--- src/rtl/top_pkg.sv ---
// ============================================================================
// Module   : top_pkg
// Brief    : Shared 7-segment constants: segment bit indices, hex glyph table,
//            all-off code and glyph lookup helper.
// Revision : 1.0 - initial release
// ============================================================================
`default_nettype none

package top_pkg;

  typedef logic [3:0] nibble_t;
  typedef logic [7:0] seg_t;

  localparam int SEG_A  = 0;
  localparam int SEG_B  = 1;
  localparam int SEG_C  = 2;
  localparam int SEG_D  = 3;
  localparam int SEG_E  = 4;
  localparam int SEG_F  = 5;
  localparam int SEG_G  = 6;
  localparam int SEG_DP = 7;

  localparam seg_t SEG_ALL_OFF = 8'h00;

  // Active-high glyphs, entry 0 first; dp is clear in every entry.
  localparam logic [0:15][7:0] SEG_TABLE = {
    8'h3F, 8'h06, 8'h5B, 8'h4F, 8'h66, 8'h6D, 8'h7D, 8'h07,
    8'h7F, 8'h6F, 8'h77, 8'h7C, 8'h39, 8'h5E, 8'h79, 8'h71
  };

  function automatic seg_t seg_lookup(input nibble_t nib);
    seg_t s;
    s = SEG_TABLE[nib];
    s[SEG_DP] = 1'b0;
    return s;
  endfunction

endpackage

`default_nettype wire

--- src/rtl/hex_to_7seg.sv ---
// ============================================================================
// Module   : hex_to_7seg
// Brief    : Combinational nibble to active-high 7-segment glyph decoder.
// Revision : 1.0 - initial release
// ============================================================================
`default_nettype none

module hex_to_7seg
  import top_pkg::*;
(
  input  logic [3:0] nibble_i,
  output logic [7:0] seg_o
);

  assign seg_o = seg_lookup(nibble_i);

endmodule

`default_nettype wire

--- src/rtl/top.sv ---
// ============================================================================
// Module   : top
// Brief    : Registered two-digit hex display driver for one byte. Optional
//            high-digit leading-zero blanking via TOP_LEADING_ZERO_BLANK_EN.
// Revision : 1.0 - initial release
// ============================================================================
`default_nettype none

module top
  import top_pkg::*;
#(
  parameter int SEG_ACTIVE_LOW = 0
) (
  input  logic       clk,
  input  logic       rst,
  input  logic [7:0] Value,
  output logic [7:0] SevenSegDig1,
  output logic [7:0] SevenSegDig2
);

  localparam seg_t C_POL_MASK = (SEG_ACTIVE_LOW != 0) ? 8'hFF : 8'h00;
  localparam seg_t C_OFF_CODE = SEG_ALL_OFF ^ C_POL_MASK;

  seg_t w_dec_hi;
  seg_t w_dec_lo;
  seg_t w_hi_shown;
  seg_t dig1_d, dig1_q;
  seg_t dig2_d, dig2_q;

  hex_to_7seg u_dec_hi (
    .nibble_i (Value[7:4]),
    .seg_o    (w_dec_hi)
  );

  hex_to_7seg u_dec_lo (
    .nibble_i (Value[3:0]),
    .seg_o    (w_dec_lo)
  );

`ifdef TOP_LEADING_ZERO_BLANK_EN
  assign w_hi_shown = (Value[7:4] == 4'h0) ? SEG_ALL_OFF : w_dec_hi;
`else
  assign w_hi_shown = w_dec_hi;
`endif

  // Polarity applied last so blanking and reset both yield "all off".
  assign dig1_d = w_hi_shown ^ C_POL_MASK;
  assign dig2_d = w_dec_lo   ^ C_POL_MASK;

  always_ff @(posedge clk) begin
    if (rst) begin
      dig1_q <= C_OFF_CODE;
      dig2_q <= C_OFF_CODE;
    end else begin
      dig1_q <= dig1_d;
      dig2_q <= dig2_d;
    end
  end

  assign SevenSegDig1 = dig1_q;
  assign SevenSegDig2 = dig2_q;

endmodule

`default_nettype wire

--- config.mk ---
export PLATFORM = sky130hd
export DESIGN_NAME = top
export DESIGN_NICKNAME = d
export VERILOG_FILES = /design/src/rtl/top_pkg.sv /design/src/rtl/hex_to_7seg.sv /design/src/rtl/top.sv
export SDC_FILE = /design/constraint.sdc
export NUM_CORES = 1
export LEC_CHECK = 0
export BUFFER_PORTS_ARGS = -buffer_cell sky130_fd_sc_hd__buf_2
export CAP_MARGIN = 20
export CELL_PAD_IN_SITES_DETAIL_PLACEMENT = 1
export CELL_PAD_IN_SITES_GLOBAL_PLACEMENT = 1
export CORE_ASPECT_RATIO = 0.6
export CORE_UTILIZATION = 25
export CTS_CLUSTER_DIAMETER = 60
export DETAILED_ROUTE_END_ITERATION = 7
export MAX_ROUTING_LAYER = met4
export PLACE_DENSITY = 0.53
export RECOVER_POWER = 25
export SYNTH_ARGS = -nofsm -noshare
export SYNTH_HDL_FRONTEND = slang
export SYNTH_SLANG_ARGS = --single-unit
--- constraint.sdc ---
create_clock -name clk -period 1.3 [get_ports clk]
set_input_delay 0.13 -clock clk [delete_from_list [all_inputs] [get_ports clk]]
set_output_delay 0.13 -clock clk [all_outputs]
set_load 0.005 [all_outputs]
==> Word-level counts from Yosys, hierarchy flattened <==
Memories as Yosys holds them, arrays and structs flattened. A register that Yosys moved wholly into a read port is not among the register bits.
Index checks and enable logic that the tools add are counted.
{ "classes": {"bitwise_logic": 2, "multipliers": 0, "n_eq_ne": 0, "shifts": 0, "n_div": 0, "reduce_logical": 0, "magnitude_cmp": 0, "add_sub_neg": 0, "muxes": 0} }
{ "op_table": {"columns": ["cell", "n"], "rows": [
  ["$not 4->5", 2]
]} }
{ "totals": {"ff_bits": 2, "elab_cells": 6, "memories": 2, "rom_bits": 256, "latch_bits": 0, "ramBits": 0} }
{ "memory_table": {"columns": ["memory", "depth", "width", "read_ports", "rd_clocked_by_memory_dff", "write_ports", "line_no", "rtl"], "rows": [
  ["(name not given)", 16, 8, 1, 1, 0, "top_pkg.sv:33", "s = SEG_TABLE[nib];"],
  ["(name not given)", 16, 8, 1, 1, 0, "top_pkg.sv:33", null]
]} }

==> Longest topological paths before layout <==
{ "logic_depth": {"ltp_word": 1, "ltp_mapped": 5, "ltp_nobuf": 5} }

==> Modules after synthesis <==
From an unflattened synthesis, not the netlist that was laid out.
{ "unflattened": {"hier_cells": 103, "hier_area_um2": 1062.3} }
{ "modules_own_cells": {"columns": ["module", "seq_area_each_um2", "instances", "cells_each", "area_each_um2"], "rows": [
  ["hex_to_7seg", 0.0, 2, 35, 299.0],
  ["top", 320.3, 1, 33, 464.2]
]} }

==> Least setup slack after synthesis <==
Ideal clock, no wire load.
{ "synth_timing": {"path_kind": "input -> register", "from": "input Value[5]", "to": "register dig1_q[3] (netlist: SevenSegDig1[3])", "setup_time_ns": 0.065, "setup_slack_ns": 0.221, "required_time_ns": 1.235, "stages": 5, "arrival_time_ns": 1.014, "path_buffers": 0, "cell_sequence": "inv_1 > ha_1 > inv_1 > mux4_2 > nor2_1"} }
{ "synth_between": {"elab_chain_cells": 1} }
{ "synth_rtl": {"columns": ["item", "line_no", "rtl"], "rows": [
  ["start, declared", "top.sv:16", "input logic [7:0] Value,"],
  ["$not 4->5 (implied by the code)", "top_pkg.sv:33", null],
  ["end, declared", "top.sv:27", "seg_t dig1_d, dig1_q;"]
]} }
No other way between the ends.

==> Worst setup path in the final report <==
Same ends and word-level chain as after synthesis.

==> metrics.txt <==
status finished, final reports clean; Setup Fix Bufs, Post-CTS 0; Netlist cell types 24; Final Instance Count excl. Fillers ~160; die boundary height 47.75 um; Hold WC Path Type in2reg; GRT Overall Usage about an eighth; CP Capture Type register; final antenna-violating net count 0; WHS Endpoint SevenSegDig1[6]$_SDFF_PP0_; clock transition at the register clock pins on the worst setup and hold paths after CTS ~0.06 ns; # Max-Cap Violations 0; count of filler cells inserted in the layout between 300 and 400; critical path arrival 1.24 ns; post-synthesis to final-layout area growth 20.66%; Mean Syn Cell Area a little under 10 um2; Leak Pwr around 0.51 nW; TritonCTS clock tree built; FF+latch count, synth 14; most used flip-flop cell after synthesis sky130_fd_sc_hd__dfxtp_1; number of hold buffers added after CTS 0; wire length of the first global-routing pass slightly above 3000 um; count of endpoints failing hold in the final timing report 0; number of nets at the end of the flow between 100 and 150; shortest period the worst path allows around 1.1 ns; Final setup violation count 0; critical path peak fanout 5; area of the placeable core 0.003283 mm2; cell type contributing the most total cell area after synthesis sky130_fd_sc_hd__dfxtp_1; Critical Path Source Type primary input; top post-synthesis cells by area sky130_fd_sc_hd__dfxtp_1, sky130_fd_sc_hd__ha_1, sky130_fd_sc_hd__mux4_2; Hold Path Cell Cnt 2; Inserted Clock Buffers 3; Post-Syn Instances between 80 and 90; Synth Cell Area around 870 um2; port buffer count 23; sequential cell area fraction in the yosys report approximately a third; effective utilization at floorplan approximately a quarter; highest clock frequency the design can meet roughly 0.94 GHz; number of cells after detailed placement between 150 and 200; required time worst endpoint ~1.5 ns; Period Utilization, post-route 81.68%; VDD IR-drop max between 0.4 and 0.5 mV; global route total overflow 0; CTS H-tree lvls 1; number of design rule violations left after detail routing 0; total die area about 0.0037 mm2; via count of the first global-routing pass 600; Starting DRT DRC Count 21; PostCTS Resize Cnt 0; Pwr Density 1051 mW/mm2; unrepaired setup endpoints after global routing false; Clock Tree Root sky130_fd_sc_hd__clkbuf_8; hold path start Value[6]; Yosys top cell area share 32.14%; RePlAce Congestion 0.7756; number of detailed-route iterations in the first pass 4; utilization after layout about 32%; DR vias 657; maximum number of pins on one net before global-route repair 15; clock sink count 14; initial antenna violation count 0; detailed-route wire length 1968 um; Die X-Extent between 70 and 80 um; I/O pin cnt 26; number of warnings printed during yosys synthesis 0; fraction of final layout cells with drive strength greater than 1 26.36%; Row Count 16; async set-reset flop share out of synthesis 0%; clk buf depth 2; class of the most critical setup path in2reg; Post-synth EDFFs 0; antenna diode count 0; Vias per Instance approximately 4.2; Routed WL per cell approximately 13 um; number of max-slew violations in the final report 0; top cells by count, synth sky130_fd_sc_hd__dfxtp_1, sky130_fd_sc_hd__ha_1, sky130_fd_sc_hd__inv_1; half-perimeter wire length of the detailed placement result roughly 1500 um
==> cells by family (layout without fill, tap and decap cells) <==
logic type | after synthesis | after routing | synth area share [%]
compound gates | 16 | 16 | 15.21
fa+ha+maj | 14 | 14 | 20.09
buf+inv | 16 | 37 | 9.754
flops | 14 | 14 | 32.14
mux | 7 | 7 | 11.48
other cells | 1 | 2 | 0.4300
simple gates | 20 | 20 | 10.90
==> layout by cell type, fill, tap and decap left out, drive strengths merged <==
cell     n
a211oi   5
a21oi    2
a221oi   6
and2b    1
buf     19
clkbuf   9
conb     2
dfxtp   14
ha      14
inv      9
mux2     1
mux2i    4
mux4     2
nand2    5
nand2b   1
nor2     6
nor2b    3
nor3     4
o21ai    1
o21bai   2
==> where the power goes <==
group          internal (mW)  switching (mW)  leakage, nW
logic                 0.0940           0.118        0.368
registers              0.465         0.00855        0.118
clock network          0.268           0.152       0.0288
total                  0.827           0.279        0.515
==> critical path: stages <==
cell	delay [ns]
sky130_fd_sc_hd__buf_2	0.12
sky130_fd_sc_hd__inv_1	0.11
sky130_fd_sc_hd__ha_1	0.30
sky130_fd_sc_hd__inv_1	0.05
sky130_fd_sc_hd__mux4_2	0.44
sky130_fd_sc_hd__nor2_1	0.09
==> metrics by stage <==
| step | TNS (ns) | hold slack, ns | area [um2] | power, mW | setup WS (ns) |
|---|---|---|---|---|---|
| after floorplan | 0 | 0.1962 | 875.8 | 0.6223 | 0.2214 |
| after global placement | -0.002464 | 0.4539 | 1003 | 0.6944 | -0.002464 |
| after detailed placement | -0.02653 | 0.4540 | 1003 | 0.6981 | -0.02653 |
| after CTS | 0 | 0.1960 | 1059 | 1.126 | 0.2216 |
| after global routing | 0 | 0.1980 | 1052 | 1.193 | 0.1463 |
| final | 0 | 0.1985 | 1052 | 1.105 | 0.2382 |
==> cell type report <==
cell class	count	area (um2)	area share, %
inverter	9	33.78	3.210
timing repair buffer	24	116.4	11.06
sequential	14	280.3	26.63
clock buffer	4	55.05	5.232
tap	45	56.30	5.351
multi-input combinational	59	510.5	48.51
==> sequential cells by signal (all words and copies together), names as in the netlist <==
name,cells
SevenSegDig2,7
SevenSegDig1,7
==> metal layers <==
| metal | global-route usage, % | vias up | part of all wire (%) |
|---|---|---|---|
| met5 | - | - | 0 |
| met4 | 0 | 0 | 0 |
| met3 | 5.524 | 0 | 7.1 |
| met2 | 16.67 | 20 | 36 |
| met1 | 16.88 | 295 | 57 |
| li1 | - | 342 | - |
==> worst max path at each step <==
stage               slack, ns                    endpoint     start  cells after the start
finish                   0.24  SevenSegDig1[3]$_SDFF_PP0_  Value[5]                      6
global route             0.15  SevenSegDig1[3]$_SDFF_PP0_  Value[5]                      6
CTS                      0.22  SevenSegDig1[3]$_SDFF_PP0_  Value[5]                      6
detailed placement      -0.03  SevenSegDig1[3]$_SDFF_PP0_  Value[5]                      6
global placement       -0.002  SevenSegDig1[3]$_SDFF_PP0_  Value[5]                      6
floorplan                0.22  SevenSegDig1[3]$_SDFF_PP0_  Value[5]                      5
No activity file was read; power rests on OpenSTA's default activity.
